$ cat src/rtl/alu_pkg.sv
// alu_pipe shared types: opcodes, flag bit indices and FSM states.
// Imported by alu_pipe and alu_mul_iter.
package alu_pkg;

  typedef enum logic [3:0] {
    OP_ADD   = 4'h0,
    OP_SUB   = 4'h1,
    OP_AND   = 4'h2,
    OP_OR    = 4'h3,
    OP_XOR   = 4'h4,
    OP_NOR   = 4'h5,
    OP_SLL   = 4'h6,
    OP_SRL   = 4'h7,
    OP_SRA   = 4'h8,
    OP_SLT   = 4'h9,
    OP_SLTU  = 4'hA,
    OP_ADDC  = 4'hB,
    OP_SUBB  = 4'hC,
    OP_MUL   = 4'hD,
    OP_PASSA = 4'hE,
    OP_PASSB = 4'hF
  } alu_op_e;

  localparam int FLAG_Z = 0;
  localparam int FLAG_N = 1;
  localparam int FLAG_C = 2;
  localparam int FLAG_V = 3;
  localparam int FLAG_P = 4;
  localparam int FLAG_E = 5;

  typedef enum logic {
    IDLE = 1'b0,
    MUL  = 1'b1
  } state_e;

endpackage

$ cat src/rtl/alu_pipe_if.sv
// alu_pipe handshake bundle: operand side (in_valid/in_ready, a, b,
// alu_control) and result side (out_valid/out_ready, y, flag).
interface alu_pipe_if #(
  parameter int WIDTH = 8
);
  logic             in_valid;
  logic             in_ready;
  logic [WIDTH-1:0] a;
  logic [WIDTH-1:0] b;
  logic [3:0]       alu_control;
  logic             out_valid;
  logic             out_ready;
  logic [WIDTH-1:0] y;
  logic [5:0]       flag;

  modport master (
    output in_valid, a, b, alu_control, out_ready,
    input  in_ready, out_valid, y, flag
  );

  modport slave (
    input  in_valid, a, b, alu_control, out_ready,
    output in_ready, out_valid, y, flag
  );
endinterface

$ cat src/rtl/alu_mul_iter.sv
// Iterative shift-add multiplier: start latches a/b, then one partial
// product per cycle; done/product are valid during the last iteration.
module alu_mul_iter #(
  parameter int WIDTH = 8
) (
  input  logic               clk,
  input  logic               rst_n,
  input  logic               start,
  input  logic [WIDTH-1:0]   a,
  input  logic [WIDTH-1:0]   b,
  output logic               done,
  output logic [2*WIDTH-1:0] product
);
  localparam int CW = $clog2(WIDTH);

  logic               busy_q;
  logic [CW-1:0]      cnt_q;
  logic [2*WIDTH-1:0] acc_q;
  logic [2*WIDTH-1:0] acc_d;
  logic [2*WIDTH-1:0] mcand_q;
  logic [WIDTH-1:0]   mplier_q;

  // product is the accumulator after this cycle's step, so the
  // caller can capture it on the same edge that finishes the run
  assign acc_d   = acc_q + (mplier_q[0] ? mcand_q : '0);
  assign product = acc_d;
  assign done    = busy_q && (cnt_q == CW'(WIDTH - 1));

  always_ff @(posedge clk) begin
    if (!rst_n) begin
      busy_q   <= 1'b0;
      cnt_q    <= '0;
      acc_q    <= '0;
      mcand_q  <= '0;
      mplier_q <= '0;
    end else if (start) begin
      busy_q   <= 1'b1;
      cnt_q    <= '0;
      acc_q    <= '0;
      mcand_q  <= {{WIDTH{1'b0}}, a};
      mplier_q <= b;
    end else if (busy_q) begin
      acc_q    <= acc_d;
      mcand_q  <= mcand_q << 1;
      mplier_q <= mplier_q >> 1;
      cnt_q    <= cnt_q + CW'(1);
      if (done) busy_q <= 1'b0;
    end
  end
endmodule

$ cat src/rtl/alu_pipe.sv
// Handshaked ALU with registered output, sticky carry and iterative MUL.
// Ports: clk, rst_n (sync, active-low), bus (alu_pipe_if.slave).
module alu_pipe
  import alu_pkg::*;
#(
  parameter int WIDTH = 8
) (
  input  logic      clk,
  input  logic      rst_n,
  alu_pipe_if.slave bus
);
  localparam int SHW = $clog2(WIDTH);

  if (WIDTH < 4 || (WIDTH & (WIDTH - 1)) != 0) begin : g_bad_width
    $error("alu_pipe: WIDTH must be a power of two >= 4");
  end

  state_e             state_q, state_d;
  logic               vld_q, vld_d;
  logic [WIDTH-1:0]   y_q, y_d;
  logic [5:0]         flag_q, flag_d;
  logic               carry_q, carry_d;
  logic               eq_q, eq_d;

  alu_op_e            op;
  logic               accept;
  logic               mul_start;
  logic               mul_done;
  logic [2*WIDTH-1:0] prod;

  logic [SHW-1:0]     sh;
  logic               sub;
  logic [WIDTH-1:0]   opnd;
  logic               cin;
  logic [WIDTH:0]     sum, sll, srl, sra;
  logic [WIDTH-1:0]   res;
  logic               res_c, res_v, wr_carry;

  logic               ld;
  logic [WIDTH-1:0]   ld_y;
  logic               ld_c, ld_v, ld_e;

  assign op           = alu_op_e'(bus.alu_control);
  assign bus.in_ready = rst_n && (state_q == IDLE)
                        && (!vld_q || bus.out_ready);
  assign accept       = bus.in_valid && bus.in_ready;
  assign mul_start    = accept && (op == OP_MUL);
  assign bus.out_valid = vld_q;
  assign bus.y         = y_q;
  assign bus.flag      = flag_q;

  alu_mul_iter #(.WIDTH(WIDTH)) u_mul (
    .clk     (clk),
    .rst_n   (rst_n),
    .start   (mul_start),
    .a       (bus.a),
    .b       (bus.b),
    .done    (mul_done),
    .product (prod)
  );

  // One adder serves ADD/SUB/ADDC/SUBB; C out of a+~b+1 is no-borrow.
  // Shifts run one bit wider so the last bit out lands in the spare bit.
  always_comb begin
    sh   = bus.b[SHW-1:0];
    sub  = (op == OP_SUB) || (op == OP_SUBB);
    opnd = sub ? ~bus.b : bus.b;
    cin  = (op == OP_ADDC || op == OP_SUBB) ? carry_q
                                            : (op == OP_SUB);
    sum  = {1'b0, bus.a} + {1'b0, opnd} + {{WIDTH{1'b0}}, cin};
    sll  = {1'b0, bus.a} << sh;
    srl  = {bus.a, 1'b0} >> sh;
    sra  = $unsigned($signed({bus.a, 1'b0}) >>> sh);
    res      = '0;
    res_c    = 1'b0;
    res_v    = 1'b0;
    wr_carry = 1'b0;
    unique case (op)
      OP_ADD, OP_SUB, OP_ADDC, OP_SUBB: begin
        res      = sum[WIDTH-1:0];
        res_c    = sum[WIDTH];
        res_v    = (bus.a[WIDTH-1] == opnd[WIDTH-1])
                   && (sum[WIDTH-1] != bus.a[WIDTH-1]);
        wr_carry = 1'b1;
      end
      OP_AND:   res = bus.a & bus.b;
      OP_OR:    res = bus.a | bus.b;
      OP_XOR:   res = bus.a ^ bus.b;
      OP_NOR:   res = ~(bus.a | bus.b);
      OP_SLL: begin
        res   = sll[WIDTH-1:0];
        res_c = sll[WIDTH];
      end
      OP_SRL: begin
        res   = srl[WIDTH:1];
        res_c = srl[0];
      end
      OP_SRA: begin
        res   = sra[WIDTH:1];
        res_c = sra[0];
      end
      OP_SLT:   res = WIDTH'($signed(bus.a) < $signed(bus.b));
      OP_SLTU:  res = WIDTH'(bus.a < bus.b);
      OP_MUL:   res = '0;
      OP_PASSA: res = bus.a;
      OP_PASSB: res = bus.b;
    endcase
  end

  always_comb begin
    state_d = state_q;
    vld_d   = vld_q && !bus.out_ready;
    y_d     = y_q;
    flag_d  = flag_q;
    carry_d = carry_q;
    eq_d    = eq_q;
    ld      = 1'b0;
    ld_y    = res;
    ld_c    = res_c;
    ld_v    = res_v;
    ld_e    = (bus.a == bus.b);
    unique case (state_q)
      IDLE: begin
        if (accept) begin
          eq_d = ld_e;
          if (op == OP_MUL) begin
            state_d = MUL;
          end else begin
            ld = 1'b1;
            if (wr_carry) carry_d = res_c;
          end
        end
      end
      MUL: begin
        if (mul_done) begin
          ld      = 1'b1;
          ld_y    = prod[WIDTH-1:0];
          ld_c    = |prod[2*WIDTH-1:WIDTH];
          ld_v    = 1'b0;
          ld_e    = eq_q;
          state_d = IDLE;
        end
      end
      default: state_d = IDLE;
    endcase
    if (ld) begin
      vld_d          = 1'b1;
      y_d            = ld_y;
      flag_d[FLAG_Z] = (ld_y == '0);
      flag_d[FLAG_N] = ld_y[WIDTH-1];
      flag_d[FLAG_C] = ld_c;
      flag_d[FLAG_V] = ld_v;
      flag_d[FLAG_P] = ^ld_y;
      flag_d[FLAG_E] = ld_e;
    end
  end

  always_ff @(posedge clk) begin
    if (!rst_n) begin
      state_q <= IDLE;
      vld_q   <= 1'b0;
      y_q     <= '0;
      flag_q  <= '0;
      carry_q <= 1'b0;
      eq_q    <= 1'b0;
    end else begin
      state_q <= state_d;
      vld_q   <= vld_d;
      y_q     <= y_d;
      flag_q  <= flag_d;
      carry_q <= carry_d;
      eq_q    <= eq_d;
    end
  end
endmodule
$ cat src/flat_wrapper.sv
// flat-port wrapper written by rule: the top's interface ports become plain ports
module alu_pipe_flat import alu_pkg::*;
#(
  parameter int WIDTH = 8
)
  (clk, rst_n, bus_in_valid, bus_a, bus_b, bus_alu_control, bus_out_ready, bus_in_ready, bus_out_valid, bus_y, bus_flag);
  alu_pipe_if #(.WIDTH(WIDTH)) bus_i ();
  input  logic clk;
  input  logic rst_n;
  input wire logic [$bits(bus_i.in_valid)-1:0] bus_in_valid;
  input wire logic [$bits(bus_i.a)-1:0] bus_a;
  input wire logic [$bits(bus_i.b)-1:0] bus_b;
  input wire logic [$bits(bus_i.alu_control)-1:0] bus_alu_control;
  input wire logic [$bits(bus_i.out_ready)-1:0] bus_out_ready;
  output wire logic [$bits(bus_i.in_ready)-1:0] bus_in_ready;
  output wire logic [$bits(bus_i.out_valid)-1:0] bus_out_valid;
  output wire logic [$bits(bus_i.y)-1:0] bus_y;
  output wire logic [$bits(bus_i.flag)-1:0] bus_flag;
  assign bus_i.in_valid = bus_in_valid;
  assign bus_i.a = bus_a;
  assign bus_i.b = bus_b;
  assign bus_i.alu_control = bus_alu_control;
  assign bus_i.out_ready = bus_out_ready;
  assign bus_in_ready = bus_i.in_ready;
  assign bus_out_valid = bus_i.out_valid;
  assign bus_y = bus_i.y;
  assign bus_flag = bus_i.flag;
  alu_pipe #(.WIDTH(WIDTH)) u_core (.clk(clk), .rst_n(rst_n), .bus(bus_i));
endmodule
$ cat config.mk
export PLATFORM = sky130hd
export DESIGN_NAME = alu_pipe_flat
export DESIGN_NICKNAME = d
export VERILOG_FILES = /design/src/rtl/alu_pkg.sv /design/src/rtl/alu_pipe_if.sv /design/src/rtl/alu_mul_iter.sv /design/src/rtl/alu_pipe.sv /design/src/flat_wrapper.sv
export SDC_FILE = /design/constraint.sdc
export NUM_CORES = 1
export LEC_CHECK = 0
export CORE_MARGIN = 2
export CORE_UTILIZATION = 40
export CTS_CLUSTER_SIZE = 14
export DETAILED_ROUTE_END_ITERATION = 8
export GPL_TIMING_DRIVEN = 0
export PLACE_DENSITY = 0.62
export SLEW_MARGIN = 5
export SYNTH_ARGS = -nofsm -noshare
export SYNTH_HDL_FRONTEND = slang
export SYNTH_SLANG_ARGS = --single-unit
$ cat constraint.sdc
create_clock -name clk -period 6 [get_ports clk]
set_input_delay 1.8 -clock clk [delete_from_list [all_inputs] [get_ports clk]]
set_output_delay 1.8 -clock clk [all_outputs]
set_load 0.02 [all_outputs]
==> summary.md <==
| Metric | Value |
|---|---|
| Chip width | 123 µm |
| Detail Placement HPWL | 14700 µm |
| Total Die Area | 0.0151 mm² |
| Maxcap violations | 0 |
| Row Count | 43 |
| Worst Path Max Fanout | 10 |
| Kind of critical path | input port to register |
| Layout Cells excl Fill | 943 |
| Total number of yosys warnings | 0 |
| Routability cong. | 0.995 |
| Worst-Skew Late Latency | 340 ps |
| Outcome | completed |
| Final Skew | 5.01 ps |
| Layout filler cell count | 1362 |
| Worst-Margin Slew | 691 ps |
| Io pins | 40 |
| Ys async rst share | 0% |
| Final ANT Viol Nets | 0 |
| HP Class | register to register |
| Synthesized netlist cell count | 711 |
| CTS max path bufs | 2 |
| Worst Setup End Kind | register |
| Peak supply drop | 0.105 mV |
| PwrDens | 199 mW/mm² |
| # H-tree levels | 3 |
| Pin count of the biggest net entering global routing | 14 |
| Fin crit share | 95.6% |
| Initial core utilization | 40.9% |
| Most used DFF post-synth | dfxtp_1 |
| Synth Area per Inst | 7.98 µm² |
| Synth Cell Area | 0.00567 mm² |
| Final net count | 838 |
| Setup-failing EPs final | 0 |
| Area of the multi-input gates | 0.00415 mm² |
| Flops & latches, synth | 61 |
| TritonCTS clock tree | built |
| Hold Violations, Final | 0 |
| Core area | 0.0139 mm² |
| CP startpoint kind | input port |
| Antenna Cells | 0 |
| Layout cell share with drive strength beyond 1 | 7.60% |
| Critical path data arrival time | 5970 ps |
| RSZ-0062 raised after global routing | false |
| Req. time, crit path | 6230 ps |
| Max-Slew Margin vs Limit | 53.6% |
| Seq/Total Area, Yosys | 21.5% |
| Setup TNS Final | 0 ps |
| Router iterations before antenna repair | 5 |
| TritonCTS Buffers | 9 |
| Number of port buffers | 37 |
| DRC violations left | 0 |
| Placed insts | 928 |
| Cell area after layout | 0.00665 mm² |
| Pwr Total | 1.32 mW |
| DR vias/cell | 6.01 |
| Clock transition at the registers of the reported paths | 50 ps |
| Iteration-0 DRC Markers | 479 |
| Period minus WS final | 5740 ps |
| Post-synthesis net count | 791 |
| Post-CTS Hold Fix Bufs | 0 |
| First-pass GRT wire length | 30100 µm |
| Number of flops mapped to enable cells by yosys | 0 |
| DR vias | 5669 |
| Clock tree sinks | 61 |
| GRT overflow | 0 |
| Routed wire length | 19000 µm |
| Total Routing Usage GR | 25.9% |
| Worst Setup Slack, final | 263 ps |
| Vias in the first global route | 5605 |
| Drt wl/cell | 20.2 µm |
| CTS root buf | clkbuf_16 |
| Pleak | 2.74 nW |
| Sequential cell area | 0.00122 mm² |
| Fin. max-slew vios | 0 |
| Initial antenna violation count | 0 |
| Distinct cells, synth | 75 |
| Dpl cell area | 0.00627 mm² |
| Pre-CTS setup slack | -845 ps |
| Die height | 123 µm |
| Fmax | 174 MHz |
| Area growth syn-to-layout | 17.3% |
timing repair:
action	CTS	global route
buffers inserted	1	0
gates resized for setup	5	15
pin swaps	1	0
gates cloned	0	0
setup endpoints to repair	3	1
endpoints found under the hold margin	0	0
synth_stat cells, types with 4 or more instances:
cell | count | share of area, %
a211oi_1 | 7 | 0.93
a21boi_0 | 8 | 1.1
a21o_1 | 6 | 0.79
a21oi_1 | 33 | 2.9
a22oi_1 | 5 | 0.66
a31oi_1 | 6 | 0.66
and2_1 | 22 | 2.4
and3_1 | 20 | 2.2
buf_2 | 10 | 0.88
buf_4 | 4 | 0.53
clkbuf_1 | 25 | 1.7
clkinv_1 | 4 | 0.26
dfxtp_1 | 61 | 22
ha_1 | 53 | 12
inv_1 | 29 | 1.9
mux2i_1 | 40 | 7.1
mux4_2 | 9 | 3.6
nand2_1 | 72 | 4.8
nand2b_1 | 11 | 1.2
nand3_1 | 20 | 1.8
nand4_1 | 7 | 0.77
nor2_1 | 60 | 4.0
nor2b_1 | 11 | 1.2
nor3_1 | 17 | 1.5
nor4_1 | 6 | 0.66
o211ai_1 | 6 | 0.79
o21a_1 | 11 | 1.5
o21ai_0 | 29 | 2.6
o21ai_1 | 4 | 0.35
o22ai_1 | 5 | 0.55
o311ai_0 | 5 | 0.77
o31ai_1 | 4 | 0.53
or3_1 | 4 | 0.44
xnor2_1 | 20 | 3.1
xor2_1 | 6 | 0.93
state kept, by name, indices dropped and copies added (netlist names), 3 cells and up:
signal,count
u_core.u_mul.acc_q,16
u_core.u_mul.mcand_q,16
u_core.u_mul.mplier_q,8
u_core.bus.y,7
u_core.bus.flag,6
u_core.u_mul.cnt_q,3
final timing paths:
check,startpoint,endpoint,slack [ps],cells after the start
setup / recovery,bus_alu_control[2],u_core.bus.flag[4]$_SDFFE_PN0P_,260,21
hold / removal,u_core.u_mul.acc_q[13]$_SDFFE_PP0P_,u_core.u_mul.acc_q[13]$_SDFFE_PP0P_,460,2
setup reg to reg,u_core.u_mul.mplier_q[0]$_SDFFE_PN0P_,u_core.bus.flag[4]$_SDFFE_PN0P_,2510,14
hold reg to reg,u_core.u_mul.acc_q[13]$_SDFFE_PP0P_,u_core.u_mul.acc_q[13]$_SDFFE_PP0P_,460,2
worst max-delay path, cell delays in order:
cell and delay [ps]:
clkdlybuf4s50_1 470, clkbuf_4 200, clkbuf_4 220, clkbuf_4 230, o22ai_1 110, nand3_1 110, o21ai_0 130, fa_1 430
inv_1 90, fa_1 220, nor2b_1 80, o31a_1 280, o21a_1 200, o21a_1 190, o311ai_1 230, o21ai_1 120
ha_1 320, xor2_1 170, xnor2_1 160, nand2_1 70, o211a_1 120
where the power goes:
group	internal [mW]	switching, mW	leakage [nW]
logic	0.131	0.183	2.07
registers	0.413	0.00462	0.493
clock network	0.408	0.186	0.172
total	0.951	0.374	2.74
cell type report:
| cell class | instances | share of cell area [%] |
|---|---|---|
| tap | 180 | 3.38 |
| clock inverter | 3 | 0.978 |
| sequential | 61 | 18.4 |
| clock buffer | 13 | 4.21 |
| multi-input combinational | 574 | 62.3 |
| timing repair buffer | 38 | 5.72 |
| inverter | 33 | 1.97 |
| buffer | 41 | 3.08 |
per-layer routing:
layer  up-vias  GRT usage [%]  wire length (µm)
li1       2685              -                 -
met1      2708           31.5              7910
met2       224           45.0              9260
met3        52           3.64              1010
met4         0           12.5               842
met5         -              0                 0
cell usage in the layout (no fill, tap or decap), types with 20 or more instances in the layout:
cell type        Yosys  routed
mux2i_1             40      40
dfxtp_1             61      61
clkdlybuf4s50_1      0      36
nand2_1             72      72
a21oi_1             33      33
clkbuf_1            25      20
ha_1                53      53
xnor2_1             20      20
o21ai_0             29      28
inv_1               29      29
nor2_1              60      59
and3_1              20      20
and2_1              22      22
nand3_1             20      20
through the flow:
| stage | util, % | hold WS (ps) |
|---|---|---|
| final | 47.9 | 465 |
| after global routing | 47.9 | 517 |
| after CTS | 47.8 | 469 |
| after detailed placement | 45.2 | 459 |
| after global placement | 45.2 | 455 |
| after floorplan | - | 441 |
kinds of logic (layout without fill, tap and decap cells):
group | Yosys count | after routing | share of synthesized area, %
compound gates | 172 | 172 | 21.0
fa+ha+maj | 56 | 56 | 12.8
xor+xnor | 26 | 26 | 4.02
simple gates | 268 | 268 | 23.9
mux | 52 | 52 | 11.2
flops | 61 | 61 | 21.5
buf+inv | 76 | 128 | 5.65
Power figures use the tool's default switching activity.
